File: src/rtl/i2c_cfg_sequencer_if.sv
// Request/response bundle between the config sequencer and the I2C byte engine.
interface i2c_cfg_sequencer_if;
    logic       i2c_start;
    logic       i2c_stop;
    logic       i2c_write;
    logic [7:0] i2c_data;
    logic       i2c_cmd_done;
    logic       i2c_cmd_status;

    modport master (
        output i2c_start,
        output i2c_stop,
        output i2c_write,
        output i2c_data,
        input  i2c_cmd_done,
        input  i2c_cmd_status
    );

    modport slave (
        input  i2c_start,
        input  i2c_stop,
        input  i2c_write,
        input  i2c_data,
        output i2c_cmd_done,
        output i2c_cmd_status
    );
endinterface

File: src/rtl/i2c_cfg_sequencer.sv
// Loads a codec register table after power-up, one 3-byte I2C write per entry,
// with NACK retry, command timeout and a bus-free gap between transactions.
module i2c_cfg_sequencer #(
    parameter logic [6:0] DEV_ADDR       = 7'h1A,
    parameter int         NUM_REGS       = 10,
    parameter int         IDX_W          = 4,
    parameter int         MAX_RETRY      = 3,
    parameter int         GAP_CYCLES     = 64,
    parameter int         TIMEOUT_CYCLES = 4096,
    parameter bit         REVERSE_BITS   = 1'b1
) (
    input  logic             sys_clk,
    input  logic             sys_rst_n,
    input  logic             go,
    output logic             busy,
    output logic             done,
    output logic             error,
    output logic [IDX_W-1:0] fail_index,
    output logic [IDX_W-1:0] cfg_index,
    input  logic [15:0]      cfg_word,
    i2c_cfg_sequencer_if.master bus
);
    localparam int CNT_MAX = (TIMEOUT_CYCLES > GAP_CYCLES) ?
                             TIMEOUT_CYCLES : GAP_CYCLES;
    localparam int CNT_W = $clog2(CNT_MAX) + 1;
    localparam int RTY_W = $clog2(MAX_RETRY + 2);

    localparam logic [CNT_W-1:0] CNT_ONE  = CNT_W'(1);
    localparam logic [CNT_W-1:0] GAP_LAST = CNT_W'(GAP_CYCLES - 1);
    localparam logic [CNT_W-1:0] TMO_LAST = CNT_W'(TIMEOUT_CYCLES - 1);
    localparam logic [RTY_W-1:0] RTY_MAX  = RTY_W'(MAX_RETRY);
    localparam logic [IDX_W-1:0] IDX_LAST = IDX_W'(NUM_REGS - 1);

    typedef enum logic [3:0] {
        IDLE, FETCH, START, ADDR, REGH,
        REGL, STOP, GAP, ERR_STOP, FINISH
    } state_t;

    state_t           state, state_n;
    logic [CNT_W-1:0] cnt;
    logic [RTY_W-1:0] retry;
    logic             pend;
    logic [15:0]      word;
    logic             start_q, stop_q, write_q;
    logic [7:0]       data_q;
    logic [7:0]       byte_n;
    logic             waiting, tmo, leaving, counting, last_idx;

    // The engine shifts data[0] first, so MSB-first bytes are mirrored.
    function automatic logic [7:0] wire_order(input logic [7:0] b);
        logic [7:0] r;
        for (int i = 0; i < 8; i++) r[i] = b[7-i];
        return REVERSE_BITS ? r : b;
    endfunction

    assign last_idx = (cfg_index == IDX_LAST);
    assign leaving  = (state_n != state);
    assign counting = waiting || (state == GAP) || (state == FETCH);

    assign busy = (state != IDLE);
    assign done = (state == FINISH);

    assign bus.i2c_start = start_q;
    assign bus.i2c_stop  = stop_q;
    assign bus.i2c_write = write_q;
    assign bus.i2c_data  = data_q;

    always_ff @(posedge sys_clk or negedge sys_rst_n) begin
        if (!sys_rst_n) state <= IDLE;
        else            state <= state_n;
    end

    always_comb begin
        state_n = state;
        waiting = 1'b0;
        tmo     = 1'b0;
        case (state)
            IDLE:  if (go) state_n = FETCH;
            FETCH: if (cnt == CNT_ONE) state_n = START;
            START: begin
                waiting = !start_q;
                if (waiting && bus.i2c_cmd_done) state_n = ADDR;
            end
            ADDR, REGH, REGL: begin
                waiting = 1'b1;
                if (bus.i2c_cmd_done) begin
                    if (bus.i2c_cmd_status)
                        state_n = (retry < RTY_MAX) ? STOP : ERR_STOP;
                    else if (state == ADDR) state_n = REGH;
                    else if (state == REGH) state_n = REGL;
                    else                    state_n = STOP;
                end
            end
            STOP: begin
                waiting = !stop_q;
                if (waiting && bus.i2c_cmd_done) state_n = GAP;
            end
            GAP: begin
                if (cnt == GAP_LAST) begin
                    if (pend)          state_n = START;
                    else if (last_idx) state_n = FINISH;
                    else               state_n = FETCH;
                end
            end
            ERR_STOP: begin
                waiting = !stop_q;
                if (waiting && bus.i2c_cmd_done) state_n = FINISH;
            end
            FINISH:  state_n = IDLE;
            default: state_n = IDLE;
        endcase
        // A stalled engine aborts the sequence without a STOP.
        tmo = waiting && !bus.i2c_cmd_done && (cnt == TMO_LAST);
        if (tmo) state_n = FINISH;
    end

    always_comb begin
        case (state_n)
            ADDR:    byte_n = wire_order({DEV_ADDR, 1'b0});
            REGH:    byte_n = wire_order(word[15:8]);
            default: byte_n = wire_order(word[7:0]);
        endcase
    end

    always_ff @(posedge sys_clk or negedge sys_rst_n) begin
        if (!sys_rst_n) begin
            cnt        <= '0;
            retry      <= '0;
            pend       <= 1'b0;
            word       <= '0;
            start_q    <= 1'b0;
            stop_q     <= 1'b0;
            write_q    <= 1'b0;
            data_q     <= '0;
            cfg_index  <= '0;
            error      <= 1'b0;
            fail_index <= '0;
        end else begin
            start_q <= 1'b0;
            stop_q  <= 1'b0;
            if (leaving)       cnt <= '0;
            else if (counting) cnt <= cnt + CNT_ONE;

            if (leaving) begin
                write_q <= 1'b0;
                case (state_n)
                    START:          start_q <= 1'b1;
                    STOP, ERR_STOP: stop_q  <= 1'b1;
                    ADDR, REGH, REGL: begin
                        write_q <= 1'b1;
                        data_q  <= byte_n;
                    end
                    default: ;
                endcase
            end

            case (state)
                IDLE: begin
                    if (go) begin
                        cfg_index  <= '0;
                        retry      <= '0;
                        pend       <= 1'b0;
                        error      <= 1'b0;
                        fail_index <= '0;
                    end
                end
                FETCH: if (leaving) word <= cfg_word;
                ADDR, REGH, REGL: begin
                    if (state_n == STOP && bus.i2c_cmd_status) begin
                        retry <= retry + RTY_W'(1);
                        pend  <= 1'b1;
                    end
                end
                GAP: begin
                    if (leaving) begin
                        if (pend) pend <= 1'b0;
                        else if (!last_idx) begin
                            cfg_index <= cfg_index + IDX_W'(1);
                            retry     <= '0;
                        end
                    end
                end
                ERR_STOP: begin
                    if (waiting && bus.i2c_cmd_done) begin
                        error      <= 1'b1;
                        fail_index <= cfg_index;
                    end
                end
                default: ;
            endcase

            if (tmo) begin
                error      <= 1'b1;
                fail_index <= cfg_index;
            end
        end
    end
endmodule

File: src/flat_wrapper.sv
// flat-port wrapper written by rule: the top's interface ports become plain ports
module i2c_cfg_sequencer_flat 
#(
    parameter logic [6:0] DEV_ADDR       = 7'h1A,
    parameter int         NUM_REGS       = 10,
    parameter int         IDX_W          = 4,
    parameter int         MAX_RETRY      = 3,
    parameter int         GAP_CYCLES     = 64,
    parameter int         TIMEOUT_CYCLES = 4096,
    parameter bit         REVERSE_BITS   = 1'b1
)
  (sys_clk, sys_rst_n, go, busy, done, error, fail_index, cfg_index, cfg_word, bus_i2c_start, bus_i2c_stop, bus_i2c_write, bus_i2c_data, bus_i2c_cmd_done, bus_i2c_cmd_status);
  i2c_cfg_sequencer_if bus_i ();
  input  logic sys_clk;
  input  logic sys_rst_n;
  input  logic go;
  output logic busy;
  output logic done;
  output logic error;
  output logic [IDX_W-1:0] fail_index;
  output logic [IDX_W-1:0] cfg_index;
  input  logic [15:0] cfg_word;
  output wire logic [$bits(bus_i.i2c_start)-1:0] bus_i2c_start;
  output wire logic [$bits(bus_i.i2c_stop)-1:0] bus_i2c_stop;
  output wire logic [$bits(bus_i.i2c_write)-1:0] bus_i2c_write;
  output wire logic [$bits(bus_i.i2c_data)-1:0] bus_i2c_data;
  input wire logic [$bits(bus_i.i2c_cmd_done)-1:0] bus_i2c_cmd_done;
  input wire logic [$bits(bus_i.i2c_cmd_status)-1:0] bus_i2c_cmd_status;
  assign bus_i2c_start = bus_i.i2c_start;
  assign bus_i2c_stop = bus_i.i2c_stop;
  assign bus_i2c_write = bus_i.i2c_write;
  assign bus_i2c_data = bus_i.i2c_data;
  assign bus_i.i2c_cmd_done = bus_i2c_cmd_done;
  assign bus_i.i2c_cmd_status = bus_i2c_cmd_status;
  i2c_cfg_sequencer #(.DEV_ADDR(DEV_ADDR), .NUM_REGS(NUM_REGS), .IDX_W(IDX_W), .MAX_RETRY(MAX_RETRY), .GAP_CYCLES(GAP_CYCLES), .TIMEOUT_CYCLES(TIMEOUT_CYCLES), .REVERSE_BITS(REVERSE_BITS)) u_core (.sys_clk(sys_clk), .sys_rst_n(sys_rst_n), .go(go), .busy(busy), .done(done), .error(error), .fail_index(fail_index), .cfg_index(cfg_index), .cfg_word(cfg_word), .bus(bus_i));
endmodule
File: config.mk
export PLATFORM = sky130hd
export DESIGN_NAME = i2c_cfg_sequencer_flat
export DESIGN_NICKNAME = d
export VERILOG_FILES = /design/src/rtl/i2c_cfg_sequencer_if.sv /design/src/rtl/i2c_cfg_sequencer.sv /design/src/flat_wrapper.sv
export SDC_FILE = /design/constraint.sdc
export NUM_CORES = 1
export LEC_CHECK = 0
export ABC_AREA = 1
export BUFFER_PORTS_ARGS = -buffer_cell sky130_fd_sc_hd__buf_2
export CORE_MARGIN = 10
export CORE_UTILIZATION = 35
export DETAILED_ROUTE_END_ITERATION = 12
export PLACE_DENSITY = 0.63
export REMOVE_ABC_BUFFERS = 1
export SETUP_SLACK_MARGIN = 0.15
export SLEW_MARGIN = 10
export SYNTH_ARGS = -nofsm -noshare
export SYNTH_HDL_FRONTEND = slang
export SYNTH_SLANG_ARGS = --single-unit
File: constraint.sdc
create_clock -name sys_clk -period 3.6 [get_ports sys_clk]
set_input_delay 0.36 -clock sys_clk [delete_from_list [all_inputs] [get_ports sys_clk]]
set_output_delay 0.36 -clock sys_clk [all_outputs]
set_load 0.005 [all_outputs]
==> summary.txt, run 1 <==
Clock tree
  • Number of clock buffers inserted by TritonCTS: 9
  • Clock tree from TritonCTS: yes
  • Number of sinks driven by the clock tree: 57
  • Number of buffers between clock root and the deepest sink: 2
  • Number of buffers added to fix hold violations after cts: 0
  • PostCTS Resize Cnt: 0
  • Maximum level of the CTS H-tree: 3
  • Clock tree root buffer cell: sky130_fd_sc_hd__clkbuf_8
  • Clk pin slew, worst setup/hold paths: around 80 ps
  • Buffers inserted during post-CTS setup optimization: 0
  • Insertion delay of the later-clocked pin in the worst-skew pair: 340 ps

Global route
  • Residual overflow from global routing: 0
  • Via count of the first global-routing pass: approximately 2800
  • First-pass GRT wire length: between 10000 and 15000 um
  • Number of antenna violations at the first check in global routing: 0
  • Global-route usage over all layers: 0.119
  • Maximum number of pins on one net before global-route repair: 34

Floorplanning
  • Std-Cell Core Area: 8760 um2
  • Initial Util: 0.362
  • Floorplan die area: roughly 13000 um2
  • Top-Level Pins: 43
  • Horiz. Die Dim: approximately 120 um
  • Die boundary height: roughly 120 um
  • Floorplan row count: 34

Timing
  • Number of failing setup endpoints in the final timing report: 0
  • Hold Violations, Final: 0
  • Period Utilization, post-route: 0.777
  • Final-layout setup total negative slack: 0 ps
  • Slew @ Worst Pin: between 700 and 800 ps
  • Highest clock frequency the design can meet: 357 MHz
  • Unrepaired setup endpoints after global routing: no
  • Count of final max-slew check failures: 0
  • Worst rel slew slack: 0.495
  • Min Hold Slack: 89.3 ps
  • Clock skew after layout: 13.9 ps
  • Time the final worst path needs with I/O delays and setup: 2800 ps

Placed design
  • Number of input and output port buffers inserted: 42
  • Placed insts: roughly 570
  • Final weighted congestion of routability-driven global placement: ~0.89
  • Placed wire-length estimate after detailed placement: between 5000 and 6000 um

Worst setup path
  • Slowest stage cell, crit path: sky130_fd_sc_hd__dfrtp_1
  • Critical path start-end classification: reg -> reg
  • Maximum fanout along the worst path: 14
  • Cell occurring most often along the worst timing path: sky130_fd_sc_hd__nand2_1
  • Critical path endpoint category: flop
  • Critical path data arrival time: between 3000 and 4000 ps
  • Worst path buffer plus inverter count: 2
  • Type of element launching the critical path: flop
  • Critical path data required time: 3890 ps
  • Series of cell instances along the critical path: nor2_1 -> inv_1 -> nor2_1 -> nand3_1 -> nand2_1 -> inv_1 -> nand3_1 -> nand2_4 -> xor2_1 -> nand4_2 -> nand2_2 -> nand2_1 -> nand2_1
  • Maximum cell stage delay along the critical path: roughly 460 ps
  • Top delay family on crit path: simple AND/OR/NAND/NOR gates

Pwr
  • Cell internal power dissipation: just over 900 uW
  • Net switching power: roughly 310 uW
  • Final Total Pwr: around 1.2 mW
  • Maximum ir drop on the vdd rail: approximately 0.00021 V
  • Clock group share of total power: 0.458
  • Power density over the cells: between 300 and 400 nW/um2
  • Seq pwr share: 0.518
  • Leakage: 1.90 nW
  • Switching share of power: 0.251
  • Combinational Power Share: 0.024

Layout
  • Area added between synthesis and finish: 16.0%
  • Layout cells sized above 1: 0.207
  • Layout net count: around 500
  • Final cell count without fillers: 582
  • Antenna diode count: 0

Route
  • Length of routed met2 wiring: roughly 3400 um
  • Detailed-route via count: ~2800
  • Residual DRC: 0
  • DRC marker count from the first detailed-route iteration: roughly 110
  • ANT nets after route: 0
  • Metal1 wirelength: roughly 3500 um
  • Met3 routed WL: 397 um
  • Drt wl/cell: approximately 13 um
  • Top layer used by detailed routing: met4
  • Detailed Routing Iterations Pass 1: 4
  • Routed wire length: about 7400 um
  • Via-per-instance ratio: 4.81

Min path
  • Worst hold path type: in -> async

Run status
  • Outcome: finished clean

Flow run
  • Count of max-cap constraint violations: 0

Yosys
  • Count of synthesis-stage warnings from yosys: 0
  • Number of standard cells after synthesis: roughly 420
  • Synth top area cells: sky130_fd_sc_hd__dfrtp_1 (45%), sky130_fd_sc_hd__nand2_1 (17%), sky130_fd_sc_hd__inv_1 (5.0%), sky130_fd_sc_hd__nand3_1 (4.6%), sky130_fd_sc_hd__nor2_1 (4.3%)
  • Share of the synthesized area in the top cell type: 0.449
  • Post-Syn Area: approximately 3200 um2
  • Cell accounting for the most synthesized area: sky130_fd_sc_hd__dfrtp_1
  • Synth unique cells: 36
  • Number of register bits inferred by synthesis: 57
  • Synth Area per Inst: ~7.5 um2
  • Part of the Yosys area used for sequential elements: 0.449
-- routing by layer --
layer	GRT usage	up-vias
met5	0	-
met3	0.0375	12
li1	-	1444
met2	0.187	59
met1	0.150	1283
met4	0.0446	0
-- cell usage in the layout, fill, tap and decap left out, types with 6 or more instances in the layout --
| master | n |
|---|---|
| sky130_fd_sc_hd__inv_1 | 42 |
| sky130_fd_sc_hd__nor2_1 | 36 |
| sky130_fd_sc_hd__dfrtp_1 | 57 |
| sky130_fd_sc_hd__o21ai_0 | 17 |
| sky130_fd_sc_hd__nor3_1 | 6 |
| sky130_fd_sc_hd__nor2_2 | 9 |
| sky130_fd_sc_hd__nand2_1 | 143 |
| sky130_fd_sc_hd__inv_2 | 9 |
| sky130_fd_sc_hd__a21oi_1 | 10 |
| sky130_fd_sc_hd__nand3_1 | 29 |
| sky130_fd_sc_hd__buf_2 | 42 |
| sky130_fd_sc_hd__clkbuf_8 | 10 |
| sky130_fd_sc_hd__nand4_1 | 10 |
-- cells by family (layout without fill, tap and decap cells) --
kind of cell	after synthesis	count (layout)	share of synthesized area
flops	57	57	0.449
compound gates	41	41	0.0741
simple gates	253	253	0.367
xor+xnor	6	6	0.0166
buf+inv	59	112	0.0737
fa+ha+maj	5	5	0.0197
-- power by group through the flow --
stage               Combinational, mW  Sequential (mW)  Clock (mW)
global placement               0.0307            0.652           0
CTS                            0.0310            0.640       0.581
global route                   0.0344            0.640       0.614
finish                         0.0294            0.640       0.566
detailed placement             0.0309            0.652           0
floorplan                     0.00391            0.653           0
-- flip-flops by register name, summed over array words and instances, names as in the netlist --
register,count
u_core.bus.i2c_stop,1
u_core.fail_index,4
u_core.cnt,13
u_core.state,4
u_core.bus.i2c_write,1
u_core.word,16
u_core.error,1
u_core.cfg_index,4
u_core.bus.i2c_data,8
u_core.bus.i2c_start,1
u_core.retry,3
u_core.pend,1
-- synth_stat cells --
master / number
sky130_fd_sc_hd__a21oi_1: 10
sky130_fd_sc_hd__a22oi_1: 2
sky130_fd_sc_hd__a31oi_1: 1
sky130_fd_sc_hd__buf_2: 2
sky130_fd_sc_hd__buf_6: 1
sky130_fd_sc_hd__clkbuf_1: 3
sky130_fd_sc_hd__clkinv_1: 1
sky130_fd_sc_hd__dfrtp_1: 57
sky130_fd_sc_hd__ha_1: 5
sky130_fd_sc_hd__inv_1: 42
sky130_fd_sc_hd__inv_2: 9
sky130_fd_sc_hd__inv_4: 1
sky130_fd_sc_hd__nand2_1: 143
sky130_fd_sc_hd__nand2_2: 5
sky130_fd_sc_hd__nand2_4: 2
sky130_fd_sc_hd__nand3_1: 29
sky130_fd_sc_hd__nand3_2: 1
sky130_fd_sc_hd__nand3_4: 2
sky130_fd_sc_hd__nand4_1: 10
sky130_fd_sc_hd__nand4_2: 1
sky130_fd_sc_hd__nor2_1: 36
sky130_fd_sc_hd__nor2_2: 9
sky130_fd_sc_hd__nor2_4: 2
sky130_fd_sc_hd__nor3_1: 6
sky130_fd_sc_hd__nor3_2: 1
sky130_fd_sc_hd__nor3b_1: 3
sky130_fd_sc_hd__nor3b_2: 2
sky130_fd_sc_hd__o211ai_1: 1
sky130_fd_sc_hd__o21ai_0: 17
sky130_fd_sc_hd__o21ai_1: 1
sky130_fd_sc_hd__o21ai_2: 3
sky130_fd_sc_hd__o22ai_1: 5
sky130_fd_sc_hd__o41ai_1: 1
sky130_fd_sc_hd__or2_2: 1
sky130_fd_sc_hd__xnor2_1: 2
sky130_fd_sc_hd__xor2_1: 4
-- per-stage QoR --
stage | utilization | cell area, um2 | setup WS (ps)
floorplan | - | 3140 | 1330
global placement | 0.399 | 3490 | 920
detailed placement | 0.399 | 3490 | 808
CTS | 0.420 | 3680 | 797
global route | 0.420 | 3680 | 467
finish | 0.420 | 3680 | 801
-- final timing paths --
kind / cells past startpoint / end / slack (ps) / startpoint
max in group asynchronous: 2 / u_core.cnt[4]$_DFFE_PN0P_ / 2700 / sys_rst_n
worst min register to register: 2 / u_core.word[12]$_DFFE_PN0P_ / 490 / u_core.word[12]$_DFFE_PN0P_
worst max-delay path: 13 / u_core.bus.i2c_data[5]$_DFFE_PN0P_ / 800 / u_core.state[3]$_DFF_PN0_
min in group sys_clk: 3 / u_core.word[0]$_DFFE_PN0P_ / 200 / cfg_word[0]
worst max register to register: 13 / u_core.bus.i2c_data[5]$_DFFE_PN0P_ / 800 / u_core.state[3]$_DFF_PN0_
worst min-delay path: 1 / u_core.cfg_index[2]$_DFFE_PN0P_ / 90 / sys_rst_n
-- layout make-up --
cell class                      instances  area, um2
Clock buffer                           10        138
Timing Repair Buffer                   43        218
Inverter                               53        201
Tap cell                              108        135
Fill cell                             931       5080
Sequential cell                        57       1430
Multi-Input combinational cell        305       1510
Clock inverter                          6       50.0
Power figures use the tool's default switching activity.
==> inputs of run 2 (changes only) <==
PLACE_DENSITY = 0.65   (was 0.63)
clock period = 2.5 ns   (was 3.6 ns; I/O delays follow)
==> run 2 against run 1 <==
Routed wire length is 7.5% higher. Hold slack worse by 1.3 ps. Combinational power is 53% higher. Setup slack worse by 540 ps. First-iteration DRC count is 28% higher. Utilization is 4.1 points higher. Sequential power is 44% higher. Clock power is 55% higher. Clock skew hardly changed. Via count is 2.5% higher. Largest cell class unchanged.
==> summary.txt, run 2 (same netlist as run 1, synthesis figures left out) <==
Placed design
  • Placed wire-length estimate after detailed placement: 5800 um (was 5700 um)
  • Number of input and output port buffers inserted: 42 (unchanged)
  • Final weighted congestion of routability-driven global placement: 0.911 (was 0.894)

Timing
  • Final-layout setup total negative slack: 0 ps (unchanged)
  • Clock skew after layout: 13.9 ps (about the same)
  • Count of final max-slew check failures: 0 (unchanged)
  • Worst rel slew slack: 0.643 (was 0.495)
  • Slew @ Worst Pin: 535 ps (was 757 ps)
  • Time the final worst path needs with I/O delays and setup: 2240 ps (was 2800 ps)
  • Hold Violations, Final: 0 (unchanged)
  • Period Utilization, post-route: 0.896 (was 0.777)
  • Number of failing setup endpoints in the final timing report: 0 (unchanged)
  • Highest clock frequency the design can meet: 446 MHz (was 357 MHz)
  • Unrepaired setup endpoints after global routing: yes (was no)

Pwr
  • Combinational Power Share: 0.024 (about the same)
  • Clock group share of total power: 0.475 (was 0.458)
  • Cell internal power dissipation: 1.41 mW (was 925 uW)
  • Maximum ir drop on the vdd rail: 0.000295 V (was 0.000207 V)
  • Switching share of power: 0.237 (was 0.251)
  • Power density over the cells: 456 nW/um2 (was 335 nW/um2)
  • Net switching power: 437 uW (was 310 uW)
  • Seq pwr share: 0.500 (was 0.518)
  • Leakage: 2.05 nW (was 1.90 nW)

Floorplanning
  • Die boundary height: 115 um (unchanged)
  • Floorplan die area: 13300 um2 (unchanged)
  • Initial Util: 0.362 (unchanged)
  • Floorplan row count: 34 (unchanged)
  • Horiz. Die Dim: 115 um (unchanged)
  • Top-Level Pins: 43 (unchanged)
  • Std-Cell Core Area: 8760 um2 (unchanged)

Layout
  • Flip-flop count of the largest register, all copies and words added: 16 (unchanged)
  • Most common cell after layout, fill and taps aside: sky130_fd_sc_hd__nand2_1 (unchanged)
  • Filler cells: 877 (was 931)
  • Largest register by flop count: u_core.word (unchanged)
  • Layout net count: 515 (was 495)
  • Antenna diode count: 0 (unchanged)
  • Multi-input gate area in the final layout: 1680 um2 (was 1510 um2)
  • Highest-count cells in the layout ignoring fill and taps: sky130_fd_sc_hd__nand2_1 (136), sky130_fd_sc_hd__dfrtp_1 (53), sky130_fd_sc_hd__inv_1 (42), sky130_fd_sc_hd__buf_2 (42), sky130_fd_sc_hd__nor2_1 (30) (was sky130_fd_sc_hd__nand2_1 (143), sky130_fd_sc_hd__dfrtp_1 (57), sky130_fd_sc_hd__inv_1 (42), sky130_fd_sc_hd__buf_2 (42), sky130_fd_sc_hd__nor2_1 (36))
  • Layout cells sized above 1: 0.291 (was 0.207)
  • Final cell utilization of the core: 0.461 (was 0.420)
  • Area added between synthesis and finish: 27.4% (was 16.0%)
  • Sequential Area: 1430 um2 (about the same)

Worst setup path
  • Series of cell instances along the critical path: inv_2 -> nand2_1 -> nor2_2 -> nand2_1 -> nand2_2 -> nand2_1 -> nand2_2 -> nand3_4 -> nand2_4 -> xor2_4 -> nand4_4 -> buf_8 -> nor3b_1 (was nor2_1 -> inv_1 -> nor2_1 -> nand3_1 -> nand2_1 -> inv_1 -> nand3_1 -> nand2_4 -> xor2_1 -> nand4_2 -> nand2_2 -> nand2_1 -> nand2_1)
  • Critical path data required time: 2760 ps (was 3890 ps)
  • Critical path endpoint category: flop (unchanged)
  • Slowest stage cell, crit path: sky130_fd_sc_hd__dfrtp_2 (was sky130_fd_sc_hd__dfrtp_1)
  • Maximum fanout along the worst path: 7 (was 14)
  • Critical path start-end classification: reg -> reg (unchanged)
  • Top delay family on crit path: simple AND/OR/NAND/NOR gates (unchanged)
  • Maximum cell stage delay along the critical path: 480 ps (was 460 ps)
  • Worst path buffer plus inverter count: 2 (unchanged)
  • Critical path data arrival time: 2500 ps (was 3090 ps)
  • Cell occurring most often along the worst timing path: sky130_fd_sc_hd__nand2_1 (unchanged)
  • Type of element launching the critical path: flop (unchanged)

Clock tree
  • Number of sinks driven by the clock tree: 57 (unchanged)
  • Clk pin slew, worst setup/hold paths: 80 ps (about the same)
  • Insertion delay of the later-clocked pin in the worst-skew pair: 350 ps (was 340 ps)
  • Number of buffers between clock root and the deepest sink: 2 (unchanged)
  • Maximum level of the CTS H-tree: 3 (unchanged)
  • Number of clock buffers inserted by TritonCTS: 9 (unchanged)
  • Clock tree from TritonCTS: yes (unchanged)
  • Clock tree root buffer cell: sky130_fd_sc_hd__clkbuf_8 (unchanged)

Min path
  • Worst hold path type: in -> reg (was in -> async)

Route
  • Detailed Routing Iterations Pass 1: 4 (unchanged)
  • ANT nets after route: 0 (unchanged)
  • Detailed-route via count: 2867 (was 2798)
  • DRC marker count from the first detailed-route iteration: 140 (was 109)
  • Residual DRC: 0 (unchanged)
  • Drt wl/cell: 13.2 um (was 12.7 um)
  • Routed wire length: 7960 um (was 7410 um)
  • Via-per-instance ratio: 4.76 (was 4.81)

Global route
  • Via count of the first global-routing pass: 2914 (was 2798)
  • Maximum number of pins on one net before global-route repair: 24 (was 34)
  • Residual overflow from global routing: 0 (unchanged)
  • Global-route usage over all layers: 0.122 (was 0.119)
  • Number of antenna violations at the first check in global routing: 0 (unchanged)
  • First-pass GRT wire length: 13200 um (was 13000 um)

Flow run
  • Count of max-cap constraint violations: 0 (unchanged)

Run status
  • Outcome: finished clean (unchanged)
==> run 2: area by class of cell <==
class,instances,share of cell area
Clock buffer,9,0.0306
Clock inverter,7,0.0192
Inverter,53,0.0498
Multi-Input combinational cell,305,0.415
Sequential cell,57,0.354
Tap cell,108,0.0334
Timing Repair Buffer,63,0.0978
==> run 2: worst register-to-register path: stages, from the launching register on <==
cell                      delay [ps]
sky130_fd_sc_hd__dfrtp_2         480
sky130_fd_sc_hd__inv_2            90
sky130_fd_sc_hd__nand2_1          90
sky130_fd_sc_hd__nor2_2          170
sky130_fd_sc_hd__nand2_1         110
sky130_fd_sc_hd__nand2_2          80
sky130_fd_sc_hd__nand2_1          60
sky130_fd_sc_hd__nand2_2         100
sky130_fd_sc_hd__nand3_4         140
sky130_fd_sc_hd__nand2_4         140
sky130_fd_sc_hd__xor2_4          200
sky130_fd_sc_hd__nand4_4         160
sky130_fd_sc_hd__buf_8           180
sky130_fd_sc_hd__nor3b_1         160
==> run 2: power by group through the flow <==
stage               Combinational [mW]  Clock [mW]  Sequential (mW)
floorplan                      0.00563           0            0.940
global placement                0.0451           0            0.939
detailed placement              0.0457           0            0.939
CTS                             0.0470       0.904            0.921
global route                    0.0531       0.949            0.921
finish                          0.0451       0.876            0.922
==> run 2: through the flow <==
| stage | cell area, um2 | hold WS, ps | power [mW] | instances | worst slack (ps) |
|---|---|---|---|---|---|
| finish | 4040 | 88.0 | 1.84 | 602 | 259 |
| global placement | 3540 | 220 | 0.985 | 572 | 205 |
| global route | 4040 | 91.6 | 1.92 | 602 | 84.9 |
| floorplan | 3140 | -45.6 | 0.945 | 415 | 234 |
| detailed placement | 3540 | 225 | 0.985 | 572 | 188 |
| CTS | 3750 | 70.6 | 1.87 | 589 | 179 |
==> run 2: timing repair <==
item / CTS / global route
hold endpoints to repair: 18 / 0
setup buffers: 0 / 12
hold buffers: 1 / 0
endpoints found under the setup margin: 0 / 28
gates resized for setup: 0 / 43
==> run 2: per-layer routing <==
layer | wire (um) | up-vias | global-route usage | share of wire
li1 | - | 1483 | - | -
met1 | 3350 | 1303 | 0.142 | 0.42
met2 | 3940 | 69 | 0.204 | 0.50
met3 | 538 | 12 | 0.0479 | 0.068
met4 | 133 | 0 | 0.0338 | 0.017
met5 | 0 | - | 0 | 0
==> run 2: path summary, 6_finish.rpt <==
check                                                endpoint                               start  slack (ps)  depth (start not counted)
min in group asynchronous  u_core.bus.i2c_data[6]$_DFFE_PN0P_                           sys_rst_n         380                          2
max reg2reg                         u_core.cnt[9]$_DFFE_PN0P_           u_core.state[1]$_DFF_PN0_         260                         13
max in group asynchronous           u_core.state[2]$_DFF_PN0_                           sys_rst_n        1420                          3
max                                 u_core.cnt[9]$_DFFE_PN0P_           u_core.state[1]$_DFF_PN0_         260                         13
min reg2reg                u_core.bus.i2c_data[1]$_DFFE_PN0P_  u_core.bus.i2c_data[1]$_DFFE_PN0P_         480                          2
min                                u_core.word[1]$_DFFE_PN0P_                         cfg_word[1]          90                          3
